`src/rtl/rv_pkg.sv`:
```
// Shared RISC-V integer register file constants.
// Widths, depth and the hard-wired zero register index.
package rv_pkg;

    localparam int XLEN       = 32;
    localparam int REG_ADDR_W = 5;
    localparam int NUM_REGS   = 32;

    localparam logic [REG_ADDR_W-1:0] REG_ZERO = 5'd0;

endpackage

```
`src/rtl/register_file_writeback_scoreboard.sv`:
```
// Pending-write scoreboard: per-register busy bits, pending count, stall.
// A same-cycle writeback to a busy source resolves its hazard via bypass.
import rv_pkg::*;

module hazard_scoreboard #(
    parameter int ADDR_WIDTH = REG_ADDR_W
) (
    input  logic                       clk,
    input  logic                       reset,
    input  logic [ADDR_WIDTH-1:0]      i_rs1_sel,
    input  logic [ADDR_WIDTH-1:0]      i_rs2_sel,
    input  logic                       i_issue_en,
    input  logic [ADDR_WIDTH-1:0]      i_issue_rd,
    input  logic                       i_wb_en,
    input  logic [ADDR_WIDTH-1:0]      i_wb_rd,
    output logic                       o_stall,
    output logic [(1<<ADDR_WIDTH)-1:0] o_busy_mask,
    output logic [ADDR_WIDTH:0]        o_pending_count
);

    localparam int NREGS = 1 << ADDR_WIDTH;

    logic [NREGS-1:0]  r_busy;
    logic [ADDR_WIDTH:0] r_count;

    logic w_haz1;
    logic w_haz2;
    logic w_set;
    logic w_clr;
    logic w_inc;
    logic w_dec;
    logic [NREGS-1:0] w_busy_next;

    assign w_haz1 = (i_rs1_sel != '0) && r_busy[i_rs1_sel]
                  && !(i_wb_en && (i_wb_rd == i_rs1_sel));
    assign w_haz2 = (i_rs2_sel != '0) && r_busy[i_rs2_sel]
                  && !(i_wb_en && (i_wb_rd == i_rs2_sel));
    assign o_stall = w_haz1 | w_haz2;

    assign w_set = i_issue_en && (i_issue_rd != '0) && !o_stall;
    assign w_clr = i_wb_en && (i_wb_rd != '0);

    // Set wins over clear on the same index: the new producer supersedes.
    assign w_inc = w_set && !r_busy[i_issue_rd];
    assign w_dec = w_clr && r_busy[i_wb_rd]
                 && !(w_set && (i_issue_rd == i_wb_rd));

    always_comb begin
        w_busy_next = r_busy;
        if (w_clr) w_busy_next[i_wb_rd] = 1'b0;
        if (w_set) w_busy_next[i_issue_rd] = 1'b1;
    end

    always_ff @(posedge clk) begin
        if (reset) begin
            r_busy  <= '0;
            r_count <= '0;
        end else begin
            r_busy  <= w_busy_next;
            r_count <= r_count
                     + {{ADDR_WIDTH{1'b0}}, w_inc}
                     - {{ADDR_WIDTH{1'b0}}, w_dec};
        end
    end

    assign o_busy_mask     = r_busy;
    assign o_pending_count = r_count;

endmodule

```
`src/rtl/register_file_writeback.sv`:
```
// RISC-V integer register file with write-through bypass and
// a pending-write scoreboard that stalls decode on unresolved sources.
import rv_pkg::*;

module register_file_writeback #(
    parameter int                    DATA_WIDTH  = XLEN,
    parameter int                    ADDR_WIDTH  = REG_ADDR_W,
    parameter logic [DATA_WIDTH-1:0] RESET_VALUE = '0
) (
    input  logic                       clk,
    input  logic                       reset,
    input  logic [ADDR_WIDTH-1:0]      rs1_sel_in,
    input  logic [ADDR_WIDTH-1:0]      rs2_sel_in,
    output logic [DATA_WIDTH-1:0]      rs1_value_out,
    output logic [DATA_WIDTH-1:0]      rs2_value_out,
    input  logic                       issue_enable_in,
    input  logic [ADDR_WIDTH-1:0]      issue_rd_in,
    input  logic                       wb_enable_in,
    input  logic [ADDR_WIDTH-1:0]      wb_rd_in,
    input  logic [DATA_WIDTH-1:0]      wb_data_in,
    output logic                       stall_out,
    output logic [(1<<ADDR_WIDTH)-1:0] busy_mask_out,
    output logic [ADDR_WIDTH:0]        pending_count_out
);

    localparam int NREGS = 1 << ADDR_WIDTH;

    logic [DATA_WIDTH-1:0] r_regs [NREGS];

    always_ff @(posedge clk) begin
        if (reset) begin
            for (int i = 0; i < NREGS; i++) r_regs[i] <= RESET_VALUE;
        end else if (wb_enable_in && (wb_rd_in != '0)) begin
            r_regs[wb_rd_in] <= wb_data_in;
        end
    end

    always_comb begin
        rs1_value_out = r_regs[rs1_sel_in];
        if (rs1_sel_in == '0)
            rs1_value_out = '0;
        else if (wb_enable_in && (wb_rd_in == rs1_sel_in))
            rs1_value_out = wb_data_in;
    end

    always_comb begin
        rs2_value_out = r_regs[rs2_sel_in];
        if (rs2_sel_in == '0)
            rs2_value_out = '0;
        else if (wb_enable_in && (wb_rd_in == rs2_sel_in))
            rs2_value_out = wb_data_in;
    end

    hazard_scoreboard #(
        .ADDR_WIDTH (ADDR_WIDTH)
    ) u_sb (
        .clk             (clk),
        .reset           (reset),
        .i_rs1_sel       (rs1_sel_in),
        .i_rs2_sel       (rs2_sel_in),
        .i_issue_en      (issue_enable_in),
        .i_issue_rd      (issue_rd_in),
        .i_wb_en         (wb_enable_in),
        .i_wb_rd         (wb_rd_in),
        .o_stall         (stall_out),
        .o_busy_mask     (busy_mask_out),
        .o_pending_count (pending_count_out)
    );

endmodule
```
`config.mk`:
```
export PLATFORM = sky130hd
export DESIGN_NAME = register_file_writeback
export DESIGN_NICKNAME = d
export VERILOG_FILES = /design/src/rtl/rv_pkg.sv /design/src/rtl/register_file_writeback_scoreboard.sv /design/src/rtl/register_file_writeback.sv
export SDC_FILE = /design/constraint.sdc
export NUM_CORES = 2
export LEC_CHECK = 0
export BUFFER_PORTS_ARGS = -buffer_cell sky130_fd_sc_hd__clkbuf_2
export CELL_PAD_IN_SITES_DETAIL_PLACEMENT = 1
export CELL_PAD_IN_SITES_GLOBAL_PLACEMENT = 2
export CORE_AREA = 2 2 272 543
export DETAILED_ROUTE_END_ITERATION = 10
export DIE_AREA = 0 0 274 545
export PLACE_DENSITY = 0.75
export SLEW_MARGIN = 20
export SYNTH_ARGS = -nofsm -noshare
export SYNTH_HDL_FRONTEND = slang
export SYNTH_SLANG_ARGS = --single-unit
```
`constraint.sdc`:
```
create_clock -name clk -period 4.7 [get_ports clk]
set_input_delay 0.235 -clock clk [delete_from_list [all_inputs] [get_ports clk]]
set_output_delay 0.235 -clock clk [all_outputs]
set_load 0.02 [all_outputs]
```
==> results.json <==
{
  "synth-async-reset-ratio_pct": 0,
  "grt_max_degree": 96,
  "cts_buffers": 96,
  "grt_overflow_total": 0,
  "cp-start-kind": "primary input",
  "via_per_inst": 6.48,
  "grtUsageTotal_pct": 30.8,
  "leakagePower_nw": 21.7,
  "clock.fmax_ghz": 0.252,
  "syn_area_um2": 57700,
  "synthSimpleGateAreaFrac_pct": 12.5,
  "clock-sinks": 1062,
  "yosys_warnings": 0,
  "rsz0062_at_grt": "false",
  "finalHoldViolCount": 0,
  "reg2reg_to": "u_sb.o_pending_count[4]",
  "path_max_fanout": 52,
  "rows": 198,
  "routed_wirelength_um": 229000,
  "yosys.cell_types.count": 52,
  "post_cts_buffers": 0,
  "r2r_cells": 14,
  "antenna_found_initial": 36,
  "total_power_mw": 22.6,
  "grt_pass1_vias": 39000,
  "ant_nets": 0,
  "synth-seq-cells": 1062,
  "die_area_um2": 149000,
  "crit_buf_inv": 4,
  "crit_path_start": "rs1_sel_in[3]",
  "first_iter_violations": 4419,
  "fp.dieH_um": 545,
  "synth_edf_count": 1024,
  "min_path_cells": 3,
  "power_density_nw_per_um2": 353,
  "critPathMaxStageDelay_ns": 0.73,
  "nNetsFinal": 3793,
  "die_w_um": 274,
  "path_depth": 8,
  "final_cell_mix": "1024 x edfxtp_1, 995 x and2_1, 616 x mux4_2",
  "layout_commonest_cell": "edfxtp_1",
  "root_buffer": "clkbuf_16",
  "worstMarginPinSlew_ns": 1.07,
  "ys.flop_type": "edfxtp_1",
  "synth_top_area_share_pct": 53.3,
  "worstPathArrival_ns": 3.74,
  "synth_area_leaders": "edfxtp_1 53%, mux4_2 24%, and2_1 11%",
  "ctsResizeCount": 0,
  "slowest_stage": "buf_4",
  "path_clk_slew_ns": 0.07,
  "cts-htree-levels": 3,
  "slew_violations": 0,
  "pre_cts_slack_ns": 0.722,
  "crit_path_end_kind": "primary output",
  "slew_headroom_pct": 28.5,
  "place.gp.congestion": 0.844,
  "min_from": "issue_rd_in[4]",
  "hpwl_um": 136000,
  "timing.final.crit_share_pct": 84.5,
  "clkLatencyLatePin_ns": 0.73,
  "core_area_um2": 145000,
  "drc": 0,
  "min_period_ns": 3.97,
  "ioPinCount": 159,
  "path_cells": "buf_6 > buf_4 > buf_4 > mux4_2 > mux4_2 > mux2i_1 > a21oi_1 > clkbuf_2",
  "status": "complete, no violations",
  "initial_utilization_pct": 39.8,
  "max_cap_violations": 0,
  "wl_per_cell_um": 40.1,
  "grt_pass1_wl_um": 315000,
  "skew_ns": 0.0111,
  "critPathRequiredTime_ns": 4.47,
  "syn_inst": 3722,
  "rrSetupSlack_ns": 1.24,
  "worstSetupPathType": "primary input to primary output",
  "fin_ws_ns": 0.730,
  "area_growth_pct": 10.8,
  "ys_seq_area_share_pct": 54.6,
  "synthMuxAreaShare_pct": 26.5,
  "drtPass1Iterations": 6,
  "ir_worst_vdd_mv": 0.288,
  "clockBufferDepth": 3,
  "port_buffers": 158,
  "timing.rr.start": "u_sb.o_busy_mask[12]",
  "whs_endpoint": "u_sb.o_busy_mask[18]",
  "setup_tns_ns": 0,
  "avgSynthCellArea_um2": 15.5,
  "post-synth-top-area-cell": "edfxtp_1",
  "yosys.area_share.xor_xnor_pct": 0.303,
  "hold_buffers": 0,
  "setup_viol": 0,
  "synth_fa_ha_area_share_pct": 0.165,
  "cts_tree": "yes",
  "synth_top_family_by_area": "multiplexers",
  "via_count": 37000,
  "critPathTopFamily": "buffers and inverters",
  "drive_above_1_share_pct": 30.0,
  "hp-class": "primary input to flop",
  "synth_compound_area_share_pct": 2.72
}
cells by family after synthesis:
group           count (synthesis)
xor+xnor                       20
flops                        1062
mux                           756
simple gates                 1189
compound gates                249
fa+ha+maj                       7
buf+inv                       438
other cells                     1
synth_stat cells, drive strengths merged, types with 2 or more instances:
cell type / instances
edfxtp: 1024
nand2b: 7
and3: 4
o2111ai: 4
or3b: 3
nand3b: 4
a22oi: 8
ha: 6
nor4: 2
nor4b: 2
a211oi: 28
xor2: 10
clkbuf: 280
a21oi: 31
inv: 39
buf: 119
nand4: 6
dfxtp: 38
mux2: 34
nand2: 49
o22ai: 60
nor3: 11
or2: 4
nor2b: 22
mux2i: 106
nor2: 62
o31ai: 2
o21ai: 66
and2: 995
or3: 4
nand3: 10
xnor2: 10
or4: 2
a21o: 41
a31oi: 4
mux4: 616
per-layer routing:
metal  vias to the layer above  routed length, um  track usage, %
met2                      2126             119000            54.6
met4                        12              15200            17.7
met1                     19800              76100            34.5
met5                         -                 80               0
met3                       678              18400            5.81
li1                      14300                  -               -
worst register-to-register path, delay by kind of cell (launching register included):
family | cells | cell delay [ns]
xor gates and xnor gates | 1 | 0.15
muxes | 2 | 0.67
adders and majority gates | 3 | 0.96
AOI/OAI and AO/OA | 4 | 0.91
DFF | 1 | 0.37
and+or+nand+nor | 3 | 0.22
buffers and inverters | 1 | 0.04
where the power goes:
| group | leakage, nW | internal [mW] | switching (mW) | total [mW] |
|---|---|---|---|---|
| Clock | 1.48 | 4.33 | 3.75 | 8.08 |
| Combinational | 10.2 | 1.34 | 1.96 | 3.30 |
| Sequential | 10.1 | 10.9 | 0.315 | 11.2 |
| Total | 21.7 | 16.6 | 6.03 | 22.6 |
worst max-delay path by stage:
stage                     slack [ns]                      end
after floorplan                 1.35  u_sb.o_pending_count[4]
after global placement          0.70  u_sb.o_pending_count[4]
after detailed placement        0.72         rs1_value_out[5]
after CTS                       0.72         rs1_value_out[5]
after global routing            0.66         rs1_value_out[5]
final                           0.73         rs1_value_out[5]
state kept, by name (all words and copies together) (netlist names):
| name | flops |
|---|---|
| r_regs | 1024 |
| u_sb.o_pending_count | 6 |
| u_sb.o_busy_mask | 32 |
area by class of cell:
type | instances | area [um2]
flip-flops and latches | 1062 | 31500
multi-input cells | 2253 | 24800
fillers | 14100 | 81200
repair buffers | 278 | 2050
clock inverters | 47 | 510
clock buffers | 123 | 2550
well taps | 1900 | 2380
diodes | 5 | 12.5
inverters | 39 | 146
stage by stage:
stage	area, um2	cells	utilization, %	hold WS [ns]
3_3_place_gp	60900	5531	42.0	0.515
3_5_place_dp	60900	5531	42.0	0.534
5_1_grt	64000	5703	44.1	0.0750
2_1_floorplan	57900	3753	-	0.433
6_report	64000	5707	44.1	0.0529
4_1_cts	64000	5701	44.1	0.0239
(Power assumes the default switching activity.)
